--- config.mk ---
export PLATFORM = sky130hd
export DESIGN_NAME = muller_c_formal_top
export DESIGN_NICKNAME = d
export VERILOG_FILES = /design/src/rtl/muller_c_formal_top.sv
export SDC_FILE = /design/constraint.sdc
export NUM_CORES = 1
export LEC_CHECK = 0
export BUFFER_PORTS_ARGS = -buffer_cell sky130_fd_sc_hd__buf_2
export CAP_MARGIN = 20
export CORE_ASPECT_RATIO = 0.7
export CORE_MARGIN = 1
export CORE_UTILIZATION = 40
export DETAILED_ROUTE_END_ITERATION = 16
export SLEW_MARGIN = 30
export SYNTH_ARGS = -nofsm -noshare
export SYNTH_HDL_FRONTEND = slang
export SYNTH_SLANG_ARGS = --single-unit
--- constraint.sdc ---
create_clock -name wb_clk_i -period 2.2 [get_ports wb_clk_i]
set_clock_uncertainty 0.1 [all_clocks]
set_input_delay 0.33 -clock wb_clk_i [delete_from_list [all_inputs] [get_ports wb_clk_i]]
set_output_delay 0.33 -clock wb_clk_i [all_outputs]
set_load 0.02 [all_outputs]
--- src/rtl/muller_c_formal_top.sv ---
// Bank of two-input Muller C-elements fed from the pad bus. Each element has
// a previous-output shadow for edge detection, sticky rise/fall flags, a
// saturating 4-phase completion counter and a sticky self-check flag. These
// are plain registers so formal properties can bind to them directly.

module muller_c_lane #(
  parameter logic RESET_VAL = 1'b0,
  parameter int   CNT_W     = 8
) (
  input  logic             clk,
  input  logic             rst,
  input  logic             a,
  input  logic             b,
  output logic             c,
  output logic             rise,
  output logic             fall,
  output logic [CNT_W-1:0] cnt,
  output logic             err
);
  logic shadow;
  logic a_q;
  logic b_q;

  // C-element: follow agreeing inputs, hold on disagreement
  always_ff @(posedge clk) begin
    if (rst) c <= RESET_VAL;
    else if (a == b) c <= a;
  end

  // Previous output and previous sampled inputs, used by flags and self-check.
  // Inputs reset to an agreeing pair equal to RESET_VAL so the first edge
  // after reset checks cleanly against the reset output.
  always_ff @(posedge clk) begin
    if (rst) begin
      shadow <= RESET_VAL;
      a_q    <= RESET_VAL;
      b_q    <= RESET_VAL;
    end else begin
      shadow <= c;
      a_q    <= a;
      b_q    <= b;
    end
  end

  // Sticky edge flags and saturating count of falls (one per 4-phase cycle)
  always_ff @(posedge clk) begin
    if (rst) begin
      rise <= 1'b0;
      fall <= 1'b0;
      cnt  <= '0;
    end else begin
      if (!shadow && c) rise <= 1'b1;
      if (shadow && !c) begin
        fall <= 1'b1;
        if (cnt != {CNT_W{1'b1}}) cnt <= cnt + CNT_W'(1);
      end
    end
  end

  // Self-check: output may only move on agreeing inputs, and must match them
  always_ff @(posedge clk) begin
    if (rst) err <= 1'b0;
    else if (((a_q != b_q) && (c != shadow)) || ((a_q == b_q) && (c != a_q)))
      err <= 1'b1;
  end
endmodule

module muller_c_formal_top #(
  parameter int   N_ELEM    = 3,
  parameter logic RESET_VAL = 1'b0,
  parameter int   CNT_W     = 8
) (
  input  logic                    wb_clk_i,
  input  logic                    wb_rst_i,
  input  logic [2*N_ELEM-1:0]     io_in,
  output logic [N_ELEM-1:0]       c_out,
  output logic [N_ELEM-1:0]       rise_seen,
  output logic [N_ELEM-1:0]       fall_seen,
  output logic [N_ELEM*CNT_W-1:0] cycles_k,
  output logic                    cover_all,
  output logic                    err
);
  logic [N_ELEM-1:0] lane_err;

  for (genvar k = 0; k < N_ELEM; k++) begin : g_lane
    muller_c_lane #(.RESET_VAL(RESET_VAL), .CNT_W(CNT_W)) u_lane (
      .clk  (wb_clk_i),
      .rst  (wb_rst_i),
      .a    (io_in[2*k]),
      .b    (io_in[2*k+1]),
      .c    (c_out[k]),
      .rise (rise_seen[k]),
      .fall (fall_seen[k]),
      .cnt  (cycles_k[k*CNT_W +: CNT_W]),
      .err  (lane_err[k])
    );
  end

  // Coverage goal: every element has toggled both ways; any lane error is global
  always_comb begin
    cover_all = &(rise_seen & fall_seen);
    err       = |lane_err;
  end
endmodule

== Word level (Yosys, flattened, before mapping) ==
Cells that the tools add are included.
Word-level totals
  register bits after elaboration: 45
  input bits: 8
  output and inout port bits: 35
  word-level logic and storage cells: 72
Cells by class
  add/subtract/negate cells: 3
  eq/ne operators: 18
  bitwise logic cells: 1
  reduce and logical (&&, ||, !) cells: 26
Operators with widths (number)
  $add 8x1->8 const B: 3
  $ne 8x8->1 const B: 3
  $logic_and 1x1->1: 12
  $ne 1x1->1: 9
  $eq 1x1->1: 6
  $logic_not 1->1: 6
  $reduce_and 2->1: 3
  $and 3x3->3: 1
  $logic_or 1x1->1: 3
  $reduce_and 3->1: 1
  $reduce_or 3->1: 1

== Depth between registers and ports, before layout ==
Gate-level depths: netlist of the first run.
  depth in word-level cells: 3
  depth in mapped cells: 6
  gate-level depth less buffers: 5

== Cells and area by module ==
From an unflattened synthesis of the first run, not the netlist that was laid out.
Unflattened totals
  cell total of the unflattened synthesis: 214
  area, all modules: 2039.5 µm²
Modules (own cells, without submodules)
  muller_c_lane: instances 3, cells each 70, area an instance 673.1 µm², seq. area each 300.3 µm²
  muller_c_formal_top: instances 1, cells each 4, area an instance 20.0 µm², seq. area each 0.0 µm²

== Worst setup path before layout of the first run ==
OpenSTA, ideal clock, no wires.
  path type: reg2reg
  from: register g_lane[0].u_lane.cnt[0]
  to: register g_lane[0].u_lane.cnt[7]
  setup time: 116 ps
  arrival time: 1559 ps
  data required time: 1984 ps
  setup slack: 424 ps
  stages on the path, launching flop included: 6
  buffers on the path: 1
  period minus slack after synthesis: 1776 ps
  cell sequence: dfxtp_1 > ha_1 > and3_1 > buf_6 > or4b_1 > o211a_1
On the way
  word-level cells in the longest chain between the ends: 2
  elaborated cells on any way between the ends: 3
  those cells by class: add/sub (1); eq/ne (1); reduce/logical (1)
RTL lines
  from (decl): RTL line 17  | output logic [CNT_W-1:0] cnt,
  from (signal assigned): RTL line 55  | if (cnt != {CNT_W{1'b1}}) cnt <= cnt + CNT_W'(1);
  branches (longest 2 deep; another with $add 8x1->8)
Parallel ways; which one is timed is not known.
A chain may end at the register's enable or synchronous reset.

== Worst setup path after layout of the first run ==
  from: register g_lane[0].u_lane.c
  to: register g_lane[0].u_lane.cnt[7]
On the way
  word-level cells in the longest chain between the ends: 3
RTL lines
  from (decl): RTL line 14  | output logic c,
  from (signal assigned): RTL line 26  | if (rst) c <= RESET_VAL;
  from (signal assigned): RTL line 27  | else if (a == b) c <= a;
  $logic_not 1->1: RTL line 53  | if (shadow && !c) begin
  $logic_and 1x1->1: RTL line 53
  $reduce_and 2->1 (no line)
Every way passes these cells.

==> flow_results.org, run 1 <==
** STA
- Setup violations remaining at the end of the flow were counted as 0.
- PnR worst setup slack :: approximately 0.44 ns
- The number of hold violations in the final report came to 0.
- The routed design could run at a clock period as short as about 1.8 ns.
- Highest clock rate :: 568 MHz
- Worst hold slack :: between 0.1 and 0.15 ns
- In the finished design, the share of the clock period the worst path needs comes to between 80% and 90%.
- For the pin with the worst max-slew slack, the measured transition is 0.335 ns.
- Setup repair after global routing left no endpoint under its margin.
- Sum of negative setup slack :: 0 ns
- The number of max-slew violations in the final report was 0.
- Max_slew headroom :: 77.5%

** Setup path
- Dominant delay contributor by cell family on the critical path :: simple AND/OR/NAND/NOR gates
- Critical R2R Capture :: g_lane[0].u_lane.cnt[7]
- The slowest stage of the critical path belongs to the cell sky130_fd_sc_hd__or4b_1.
- Along the worst path, the maximum fanout reaches 7.
- Data required, critical path :: approximately 2.3 ns
- For flop-to-flop paths, the worst setup slack is between 0.4 and 0.5 ns.
- Launch point of the worst reg-to-reg path :: g_lane[0].u_lane.c
- Register-to-Register Path Depth :: 5
- The worst setup path is launched from a flip-flop.
- Data on the critical path arrives at its endpoint at about 1.9 ns.
- Category of the most critical setup path :: reg -> reg
- Worst Setup End Kind :: flip-flop
- On the worst path, the slowest cell contributes a delay of between 0.5 and 0.6 ns.
- Crit path buffers/inverters :: 1
- The critical path goes through inv_1 > ha_1 > nand4_1 > or4b_1 > o211a_1.

** Floorplanning
- The floorplan step defined a core boundary enclosing a little under 0.005 mm2.
- In this run the core area contains 21 standard-cell rows.
- Boundary Pins :: 43
- Die Span Y :: roughly 62 um
- The floorplan step defined a die boundary enclosing around 0.0055 mm2.
- The initial utilization of the core area, before any placement, comes to 42.6%.
- Width of the chip :: around 90 um

** Place
- Number of cells after detailed placement :: 330
- Summing all placed instances gives a cell area of approximately 0.0023 mm2.
- DP HPWL :: 2.88 mm
- At the end of routability-driven placement, the weighted congestion stood at approximately 0.7.
- PortBufs :: 42
- Prior to clock tree synthesis, the placed netlist has a worst setup slack of about 0.45 ns.

** Clock tree
- The tree is rooted in a sky130_fd_sc_hd__clkbuf_8.
- For this design, the sink count on the clock tree is between 40 and 50.
- In this run the number of H-tree levels came out at 2.
- Buffers inserted to repair hold after CTS numbered 0.
- Post-CTS Repair Setup Buffers :: 0
- The clock passes through at most 2 buffers.
- TritonCTS built the clock tree.
- The number of gates resized after CTS was 0.
- Clock-pin slew was measured on the worst setup and hold paths at approximately 0.080 ns.
- Later-pin clock latency in the skew report :: 0.30 ns
- Number of buffers created by CTS :: 5

** Drt
- Via count :: 1707
- The final layout contains routed wiring with a total length of ~4.1 mm.
- After the first detailed-routing iteration, the DRC count stood at just over 40.
- Dividing the detail-routed via count by the number of cells gives approximately 5.
- Average wire length per cell after detail routing :: 12.0 um
- In this run the remaining antenna-violating nets after routing total 0.
- Final routed DRC violation total :: 0
- Number of iterations in the first detailed-routing pass :: 4

** Final layout
- The number of antenna diodes in the final layout is 0.
- For this run, the share of the core covered by cells in the final layout is 49.0%.
- The count of cells in the finished layout, fillers not included, comes to 338.
- At the end of the flow, the number of nets in the layout was between 200 and 300.
- Fraction of final layout cells sized beyond drive strength 1 :: between 20% and 30%
- The area growth from synthesis to layout is 15.0%.
- Number of filler cells placed in the layout :: a little under 500
- Final cell area excluding filler cells :: 0.00239 mm2

** Hold path
- Min-delay src :: io_in[0]
- The tightest min-delay check is of the in -> reg type.
- Hold-critical path endpoint :: g_lane[0].u_lane.a_q
- WHS Path Cells :: 2

** Synth
- Cell type contributing the most total cell area after synthesis :: sky130_fd_sc_hd__dfxtp_1
- Count of flip-flops with a built-in enable after synthesis :: 0
- Count of different cell masters after synthesis :: 36
- FFs w/ async S/R, synth :: 0%
- After synthesis, flip-flops and latches occupy between 40% and 50% of the total area.
- Synthesis inferred 45 register bits.
- Number of nets in the synthesized netlist :: roughly 250
- Share of the synthesized area in the top cell type :: between 40 and 50%
- Yosys warns :: 0
- By instance count, the leading cell after synthesis is sky130_fd_sc_hd__dfxtp_1.
- Leading post-synthesis cells by cell area :: sky130_fd_sc_hd__dfxtp_1, sky130_fd_sc_hd__ha_1, sky130_fd_sc_hd__nor2_1
- The average instance in the mapped netlist occupies roughly 9 um2.
- The mapped netlist covers roughly 0.0021 mm2.
- In the synthesized netlist, the number of instances is 234.
- In the synthesized netlist, the cells that appear most often are sky130_fd_sc_hd__dfxtp_1, sky130_fd_sc_hd__nor2_1, sky130_fd_sc_hd__nand2_1, sky130_fd_sc_hd__nor2b_1, sky130_fd_sc_hd__a21oi_1.
- The most used flip-flop cell after synthesis is sky130_fd_sc_hd__dfxtp_1.

** Power and ir drop
- The worst-case IR drop observed on VDD is ~350 uV.
- Power per cell area :: between 600 and 700 mW/mm2
- Per report_power, the combinational group accounts for 8.3% of the total.
- The analysis attributes to cell leakage a power of 1.02 nW.
- Flop pwr share :: a little over half
- The completed layout was analyzed and its total power is around 1.6 mW.
- Relative contribution of the clock network to total power :: approximately two fifths
- Switching portion of total power :: between 20% and 30%
- Switching power :: about 0.39 mW
- Cell internal power was estimated by the tool at between 1 and 1.5 mW.

** Global routing
- The number of global-route vias before repair was around 1400.
- First-pass GRT wire length :: roughly 6.8 mm
- Number of antenna violations at the first check in global routing :: 0
- Leftover overflow at the end of global routing :: 0
- Entering global routing, the biggest net connects 28 pins.
- In the global route stage, overall resource usage came out at ~16%.

** Job
- The tool flagged a number of max-cap violations equal to 0.

** Run status
- Run status :: complete, no violations
==> routing by layer <==
metal	vias to the layer above	track usage (%)	part of all wire (%)
li1	894	-	-
met1	764	24.3	56
met2	42	20.7	37
met3	7	4.65	5.5
met4	0	6.65	1.9
met5	-	0	0
==> cells in the final DEF, fill, tap and decap left out, types with 2 or more instances in the layout <==
cell type	count
sky130_fd_sc_hd__nor4bb_1	2
sky130_fd_sc_hd__a211oi_1	6
sky130_fd_sc_hd__a21boi_1	2
sky130_fd_sc_hd__nand2_1	19
sky130_fd_sc_hd__and3_1	4
sky130_fd_sc_hd__mux2_2	6
sky130_fd_sc_hd__a211o_1	2
sky130_fd_sc_hd__nand3_1	7
sky130_fd_sc_hd__a31oi_1	6
sky130_fd_sc_hd__inv_1	11
sky130_fd_sc_hd__a21boi_0	2
sky130_fd_sc_hd__o21ai_0	7
sky130_fd_sc_hd__and4_1	5
sky130_fd_sc_hd__mux2i_1	4
sky130_fd_sc_hd__clkbuf_8	5
sky130_fd_sc_hd__a311oi_1	4
sky130_fd_sc_hd__buf_2	42
sky130_fd_sc_hd__ha_1	9
sky130_fd_sc_hd__nand4_1	6
sky130_fd_sc_hd__nor3_1	5
sky130_fd_sc_hd__nand2b_1	2
sky130_fd_sc_hd__a41oi_1	2
sky130_fd_sc_hd__a21oi_1	13
sky130_fd_sc_hd__dfxtp_1	45
sky130_fd_sc_hd__buf_4	3
sky130_fd_sc_hd__nor2b_1	14
sky130_fd_sc_hd__nor2_1	25
==> logic make-up after synthesis <==
| kind of cell | share of synthesized area (%) |
|---|---|
| mux | 5.17 |
| fa+ha+maj | 5.41 |
| compound gates | 15.3 |
| simple gates | 23.0 |
| flops | 43.3 |
| buf+inv | 7.82 |
==> worst reg2reg max path, stage by stage (launching register included) <==
cell and delay, ns:
sky130_fd_sc_hd__dfxtp_1 0.37, sky130_fd_sc_hd__inv_1 0.10, sky130_fd_sc_hd__ha_1 0.20, sky130_fd_sc_hd__nand4_1 0.20, sky130_fd_sc_hd__or4b_1 0.56, sky130_fd_sc_hd__o211a_1 0.13
==> how the worst max path moves through the flow <==
stage	from	end	depth (start not counted)
CTS	g_lane[0].u_lane.cnt[0]	g_lane[0].u_lane.cnt[0]	4
detailed placement	g_lane[0].u_lane.cnt[0]	g_lane[0].u_lane.cnt[0]	4
finish	g_lane[0].u_lane.c	g_lane[0].u_lane.cnt[7]	5
global placement	g_lane[0].u_lane.cnt[0]	g_lane[0].u_lane.cnt[0]	4
global route	g_lane[0].u_lane.cnt[0]	g_lane[0].u_lane.cnt[0]	4
floorplan	g_lane[0].u_lane.cnt[0]	g_lane[0].u_lane.cnt[7]	5
==> layout make-up <==
| class | instances | area, um2 | share of cell area [%] |
|---|---|---|---|
| clock buffers | 6 | 72.6 | 3.03 |
| clock inverters | 2 | 38.8 | 1.62 |
| inverters | 12 | 45.0 | 1.88 |
| multi-input cells | 159 | 1020 | 42.5 |
| flip-flops and latches | 45 | 901 | 37.6 |
| well taps | 69 | 86.3 | 3.61 |
| repair buffers | 45 | 233 | 9.72 |
==> power by group through the flow <==
stage	registers [mW]	logic, mW	clock network, mW
4_1_cts	0.864	0.137	0.649
6_report	0.863	0.135	0.628
2_1_floorplan	0.882	0.107	0
3_3_place_gp	0.882	0.134	0
3_5_place_dp	0.883	0.136	0
5_1_grt	0.869	0.154	0.684
==> state kept, by name, indices dropped and copies added (netlist names) <==
signal	cells
g_lane.u_lane.err	3
g_lane.u_lane.b_q	3
g_lane.u_lane.c	3
g_lane.u_lane.rise	3
g_lane.u_lane.fall	3
g_lane.u_lane.cnt	24
g_lane.u_lane.shadow	3
g_lane.u_lane.a_q	3
Note: power is estimated with default switching activity, not from simulation.
==> run 2: changes to the inputs <==
==> constraint.sdc (replaced) <==
create_clock -name wb_clk_i -period 1.55 [get_ports wb_clk_i]
set_clock_uncertainty 0.1 [all_clocks]
set_input_delay 0.2325 -clock wb_clk_i [delete_from_list [all_inputs] [get_ports wb_clk_i]]
set_output_delay 0.2325 -clock wb_clk_i [all_outputs]
set_load 0.02 [all_outputs]
==> flow_results.org, run 2 (same netlist as run 1, synthesis figures left out) <==
** Run status
- Run status :: finished, violations left
- Violated checks :: setup timing

** Final layout
- The filler cell count in the final layout is 473 (-2.5%).
- Relative to the synthesized area, the layout overhead comes to 29.3%.
- The flip-flop count of the largest register after layout came to 24 (unchanged).
- The library cells used most frequently in the layout, excluding fill and tap cells, are sky130_fd_sc_hd__buf_2, sky130_fd_sc_hd__dfxtp_1, sky130_fd_sc_hd__buf_4.
- Number of antenna diodes :: 0 (unchanged)
- Register with the most flip-flops :: g_lane.u_lane.cnt
- Leaving out fill and tap cells, the most frequent cell in the layout is sky130_fd_sc_hd__buf_2.
- The fraction of layout instances using a drive strength above 1 is 36.9% (+15 points).
- Total number of nets in the final design :: 309 (+8.4%)

** Drt
- Average wire length per cell after detail routing :: 12.1 um (+1.1%)
- Violation count after the first detailed-route iteration :: 59 (+44%)
- Number of iterations in the first detailed-routing pass :: 4 (unchanged)
- Routed via count divided by cell count :: 4.94 (-2.1%)
- Remaining antenna violation count after routing :: 0 (unchanged)
- The vias after detailed routing came to 1790 (+4.9%).
- The number of remaining DRC errors came to 0 (unchanged).
- The aggregate routed wire length is 4.40 mm (+8.3%).

** STA
- The minimum clock period came to 1.56 ns (-0.198 ns).
- Final-report setup violation count :: 1 (+1)
- The number of hold violations in the final report is 0 (unchanged).
- The setup slack of the critical path after layout came to -0.0140 ns (-0.452 ns).
- Setup repair after global routing could not meet its margin everywhere.
- The transition time at the pin with the least slew margin came to 0.333 ns (-0.00213 ns).
- Period Utilization, post-route :: 101% (+21 points)
- The number of max-slew violations in the final report is 0 (unchanged).
- The maximum clock frequency came to 639 MHz (+13%).
- The headroom to the max-slew limit is 77.7% (+0.21 points).
- Sum of negative setup slack :: -0.0140 ns (-0.0140 ns)

** Setup path
- The combined buffer and inverter count along the critical path is 0 (-1).
- The critical path required time was 1.64 ns (-0.66 ns).
- The maximum fanout encountered on the critical timing path came to 6 (-1).
- Worst-path cell with the longest stage delay :: sky130_fd_sc_hd__or4b_1
- Category of the most critical setup path :: reg -> reg
- The worst setup path is captured at a flip-flop.
- The biggest cell delay along the critical path is 0.52 ns (-0.04 ns).
- Dominant delay contributor by cell family on the critical path :: simple AND/OR/NAND/NOR gates
- Critical Path Start Type :: flip-flop
- Walking the worst path, the cells encountered are ha_4 > and3_4 > or4b_1 > o211a_1.
- The data arrival time of the critical path is 1.66 ns (-0.20 ns).

** Power and ir drop
- Leakage :: 1.14 nW (+12%)
- Peak ir drop on the vdd network :: 467 uV (+33%)
- Switching power :: 0.569 mW (+46%)
- The portion of total power attributed to the clock network is 37.6% (-1.0 points).
- The combinational fraction of design power came to 9.8% (+1.5 points).
- The net switching fraction of the power is 24.5% (+0.58 points).
- Flop pwr share :: 52.5% (-0.6 points)
- The internal power consumption is 1.75 mW (+42%).
- Power per cell area :: 863 mW/mm2 (+27%)
- Total Power Consumption :: 2.32 mW (+43%)

** Floorplanning
- Core footprint :: 0.00489 mm2 (unchanged)
- Boundary Pins :: 43 (unchanged)
- The die width is 88.2 um (unchanged).
- The die outline area came to 0.00550 mm2 (unchanged).
- Initial core utilization :: 42.6% (unchanged)
- Die Span Y :: 62.3 um (unchanged)
- The number of placement rows is 21 (unchanged).

** Place
- The final weighted congestion of routability-driven global placement came to 0.735 (+3.2%).
- PortBufs :: 42 (unchanged)
- DP HPWL :: 3.21 mm (+11%)

** Clock tree
- TritonCTS clock tree :: yes
- The deepest clock path buffer count was 2 (unchanged).
- The number of sinks on the clock net came to 45 (unchanged).
- The number of buffers inserted during clock tree synthesis came to 5 (unchanged).
- CTS clock-pin slew for the worst setup and hold paths :: 0.08 ns (about the same)
- Clk Tree Root Cell :: sky130_fd_sc_hd__clkbuf_8
- Later-pin clock latency in the skew report :: 0.30 ns (about the same)
- H-tree level count :: 2 (unchanged)

** Global routing
- Largest net degree at the start of global routing :: 20 (-29%)
- GRT Overall Usage :: 17.8% (+1.8 points)
- The first-pass GRT wire length is 7.67 mm (+12%).
- Number of antenna violations at the first check in global routing :: 0 (unchanged)
- Via count of the first global-routing pass :: 1646 (+15%)
- Leftover overflow at the end of global routing :: 0 (unchanged)

** Hold path
- Worst Hold Class :: in -> reg

** Job
- The total of max-cap violations is 0 (unchanged).
==> run 2: changes by cell type in the layout (fill, tap and decap cells not counted), sizes merged <==
cell	before	now
buf	45	69
bufinv	1	0
clkbuf	6	7
clkinv	2	1
clkinvlp	0	1
==> run 2: metrics by stage <==
step,util [%],std cells,cell area [um2],hold WS (ns),setup WS [ns]
floorplan,-,234,2150,0.261,-0.0922
global placement,51.2,351,2500,0.350,0.0219
detailed placement,51.2,351,2500,0.353,0.0109
CTS,53.8,361,2630,0.0529,0.000767
global route,55.0,362,2690,0.0574,-0.0590
finish,55.0,362,2690,0.0581,-0.0140
==> run 2: metal layers <==
| layer | share of wire (%) | vias up | global-route usage [%] |
|---|---|---|---|
| li1 | - | 936 | - |
| met1 | 56 | 818 | 27.2 |
| met2 | 39 | 34 | 24.4 |
| met3 | 4.8 | 2 | 4.52 |
| met4 | 0.50 | 0 | 4.84 |
| met5 | 0 | - | 0 |
==> run 2: layout make-up <==
type	count	area, um2	share of cell area, %
Clock buffer	7	108	4.00
Inverter	12	47.5	1.77
Tap cell	69	86.3	3.21
Timing Repair Buffer	69	413	15.3
Clock inverter	1	7.51	0.279
Sequential cell	45	917	34.1
Multi-Input combinational cell	159	1110	41.3
==> run 2: worst paths after layout <==
check / slack [ns] / from / end / cells after the start
setup / recovery: -0.01 / g_lane[0].u_lane.cnt[0] / g_lane[0].u_lane.cnt[7] / 4
hold / removal: 0.06 / io_in[0] / g_lane[0].u_lane.a_q / 2
setup reg to reg: -0.01 / g_lane[0].u_lane.cnt[0] / g_lane[0].u_lane.cnt[7] / 4
hold reg to reg: 0.37 / g_lane[2].u_lane.c / g_lane[2].u_lane.shadow / 2
==> run 2: power groups by stage <==
stage	registers [mW]	logic, mW	clock network [mW]
4_1_cts	1.22	0.228	0.902
2_1_floorplan	1.25	0.155	0
5_1_grt	1.23	0.261	0.951
3_3_place_gp	1.24	0.221	0
6_report	1.22	0.228	0.874
3_5_place_dp	1.25	0.224	0
==> run 2: what timing repair did <==
action,4_1_cts,5_1_grt
setup endpoints to repair,1,8
hold buffers,0,0
resized for setup,0,15
pin swaps,0,4
gates cloned,0,0
buffers inserted,2,1
==> run 3: changes to the inputs <==
--- a/config.mk
+++ b/config.mk
@@ -5,7 +5,7 @@
 export SDC_FILE = /design/constraint.sdc
 export NUM_CORES = 1
 export LEC_CHECK = 0
-export BUFFER_PORTS_ARGS = -buffer_cell sky130_fd_sc_hd__buf_2
+export BUFFER_PORTS_ARGS = -buffer_cell sky130_fd_sc_hd__buf_4
 export CAP_MARGIN = 20
 export CORE_ASPECT_RATIO = 0.7
 export CORE_MARGIN = 1
==> constraint.sdc (replaced) <==
create_clock -name wb_clk_i -period 1.55 [get_ports wb_clk_i]
set_clock_uncertainty 0.1 [all_clocks]
set_input_delay 0.465 -clock wb_clk_i [delete_from_list [all_inputs] [get_ports wb_clk_i]]
set_output_delay 0.465 -clock wb_clk_i [all_outputs]
set_load 0.02 [all_outputs]
==> flow_results.org, run 3 (same netlist as run 1, synthesis figures left out) <==
** Run status
- The flow ran to the end, but the final reports show violations.
- The checks that failed: setup timing.

** Drt
- Final routed DRC violation total :: 0 (unchanged)
- The number of optimization iterations in the first detailed-route pass was 4 (unchanged).
- Total Wirelength :: 4.57 mm (+4.1%)
- The vias after detailed routing was 1814 (+1.3%).
- The initial detailed-routing violation count came to 49 (-17%).
- The routed via count divided by cell count is 4.97 (+0.51%).
- Average wire length per cell after detail routing :: 12.5 um (+3.2%)
- The count of nets left with antenna violations after detail routing was 0 (unchanged).

** Setup path
- In this run the worst setup path begins at g_lane[2].u_lane.rise.
- By startpoint and endpoint, the worst setup path is classified as reg -> out.
- Worst Setup End Kind :: output port
- Data required, critical path :: 0.98 ns (-0.66 ns)
- Data arrival, critical path :: 1.01 ns (-0.65 ns)
- Register-to-Register Path Depth :: 5 (+1)
- Top fanout value on the critical path :: 2 (-4)
- The startpoint identified for the worst register-to-register timing path is g_lane[0].u_lane.c.
- STA classifies the critical path startpoint as a flip-flop.

** Job
- The total of max-cap violations came to 0 (unchanged).

** Global routing
- The total overflow reported by the global router is 0 (unchanged).
- The number of global-route vias before repair is 1683 (+2.2%).
- The number of antenna violations at the first check in global routing was 0 (unchanged).
- Largest net degree at the start of global routing :: 21 (+5.0%)
- The first-pass GRT wire length was 7.76 mm (+1.2%).
- The total routing usage reported by global routing is 18.2% (+0.40 points).

** Power and ir drop
- Flop pwr share :: 49.4% (-3.1 points)
- The total power density per cell area came to 865 mW/mm2 (+0.24%).
- The portion of total power attributed to the clock network came to 39.8% (+2.2 points).
- Switching portion of total power :: 23.0% (-1.5 points)
- Leakage :: 1.19 nW (+4.0%)
- Internal Pwr Total :: 1.90 mW (+8.2%)
- Switching power :: 0.567 mW (-0.37%)
- Peak ir drop on the vdd network :: 365 uV (-22%)
- The combinational fraction of design power is 10.7% (+0.9 points).

** Place
- The port buffer count is 42 (unchanged).
- Worst setup slack before clock tree synthesis :: 0.00111 ns (-0.00979 ns)
- The final weighted congestion of routability-driven global placement was 0.744 (+1.3%).
- Placement Cell Area :: 0.00260 mm2 (+3.9%)
- The half-perimeter wire length of the detailed placement result came to 3.27 mm (+2.1%).

** STA
- PnR worst setup slack :: -0.0255 ns (-0.0115 ns)
- The headroom to the max-slew limit was 76.7% (-1.0 points).
- Sum of negative setup slack :: -0.0503 ns (-0.0363 ns)
- The maximum clock frequency came to 635 MHz (-0.73%).
- Tightest Pin Transition :: 0.348 ns (+0.0149 ns)
- Final-report setup violation count :: 2 (+1)
- Pins over their slew limit :: 0 (unchanged)
- The worst hold slack after final layout is 0.286 ns (+0.228 ns).
- The number of hold violations in the final report was 0 (unchanged).
- Setup repair after global routing could not meet its margin everywhere.
- Final critical delay including setup and external delays :: 1.58 ns (+0.0115 ns)
- The portion of the clock cycle consumed by the worst path in the final layout was 102% (+0.74 points).

** Clock tree
- CTS clock-pin slew for the worst setup and hold paths :: 0.09 ns (about the same)
- The count of H-tree levels built during CTS came to 2 (unchanged).
- The cell sitting at the root of the clock tree is a sky130_fd_sc_hd__clkbuf_8.
- TritonCTS built the clock tree.
- The number of buffers inserted during clock tree synthesis is 5 (unchanged).
- The deepest clock path buffer count was 2 (unchanged).
- Hold bufs inserted after CTS :: 0 (unchanged)
- Count of clock tree sinks :: 45 (unchanged)
- Later-pin clock latency in the skew report :: 0.30 ns (about the same)

** Hold path
- The tightest min-delay check is of the in -> reg type.
- The hold path depth is 2 (unchanged).
- Min-delay src :: io_in[0]

** Final layout
- The fraction of layout instances using a drive strength above 1 is 39.5% (+2.7 points).
- Utilization after layout :: 58.3% (+3.2 points)
- Final cell area excluding filler cells :: 0.00285 mm2 (+5.9%)
- Register with the most flip-flops :: g_lane.u_lane.cnt
- Leaving out fill and tap cells, the most frequent cell in the layout is sky130_fd_sc_hd__buf_4.
- The final-stage net count was 312 (+0.97%).
- The flip-flop count of the largest register after layout is 24 (unchanged).
- Number of antenna diodes :: 0 (unchanged)
- Number of filler cells placed in the layout :: 460 (-2.7%)
- Area added between synthesis and finish :: 36.9%
- Most frequent cells in the layout :: sky130_fd_sc_hd__buf_4, sky130_fd_sc_hd__dfxtp_1, sky130_fd_sc_hd__nor2_1

** Floorplanning
- The I/O pin count came to 43 (unchanged).
- DIE AREA :: 0.00550 mm2 (unchanged)
- The die width is 88.2 um (unchanged).
- Row Count :: 21 (unchanged)
- Die Span Y :: 62.3 um (unchanged)
- Initial core utilization :: 42.6% (unchanged)
- The floorplan core area is 0.00489 mm2 (unchanged).
run 3: path summary, 6_finish.rpt:
check | slack (ns) | to
worst max-delay path | -0.03 | cover_all
worst min-delay path | 0.29 | g_lane[0].u_lane.a_q
worst max register to register | -0.02 | g_lane[0].u_lane.cnt[7]
worst min register to register | 0.36 | g_lane[2].u_lane.shadow
run 3: what timing repair did:
item                       4_1_cts  5_1_grt
pin swaps                        2        6
hold endpoints to repair         0        0
setup buffers                    7        0
resized for setup                6       15
gates cloned                     0        0
setup endpoints to repair        4        9
run 3: area by class of cell:
type	instances	area, um2	share of cell area, %
clock inverter	2	35.0	1.23
multi-input combinational	159	1110	39.0
clock buffer	6	93.8	3.30
sequential	45	927	32.6
inverter	12	47.5	1.67
timing repair buffer	72	548	19.2
tap	69	86.3	3.03
run 3: power by group through the flow:
| stage | sequential [mW] | clock (mW) | combinational (mW) |
|---|---|---|---|
| after floorplan | 1.25 | 0 | 0.155 |
| after global placement | 1.24 | 0 | 0.237 |
| after detailed placement | 1.25 | 0 | 0.240 |
| after CTS | 1.22 | 1.01 | 0.257 |
| after global routing | 1.23 | 1.06 | 0.294 |
| final | 1.22 | 0.981 | 0.264 |
run 3: worst max-delay path, stage by stage, from the launching register on:
cell and delay, ns:
sky130_fd_sc_hd__dfxtp_2 0.34, sky130_fd_sc_hd__nand4_1 0.11, sky130_fd_sc_hd__nor2_1 0.12, sky130_fd_sc_hd__buf_4 0.15
run 3: through the flow:
| stage | cells | power (mW) |
|---|---|---|
| detailed placement | 350 | 1.49 |
| global route | 365 | 2.58 |
| finish | 365 | 2.46 |
| CTS | 365 | 2.48 |
| floorplan | 234 | 1.41 |
| global placement | 350 | 1.48 |
run 3: routing by layer:
| layer | share of wire, % | routed length (um) | vias up | track usage (%) |
|---|---|---|---|---|
| li1 | - | - | 951 | - |
| met4 | 1.4 | 64 | 0 | 6.25 |
| met1 | 53 | 2430 | 815 | 26.5 |
| met2 | 40 | 1840 | 42 | 25.7 |
| met5 | 0 | 0 | - | 0 |
| met3 | 5.4 | 246 | 6 | 4.79 |
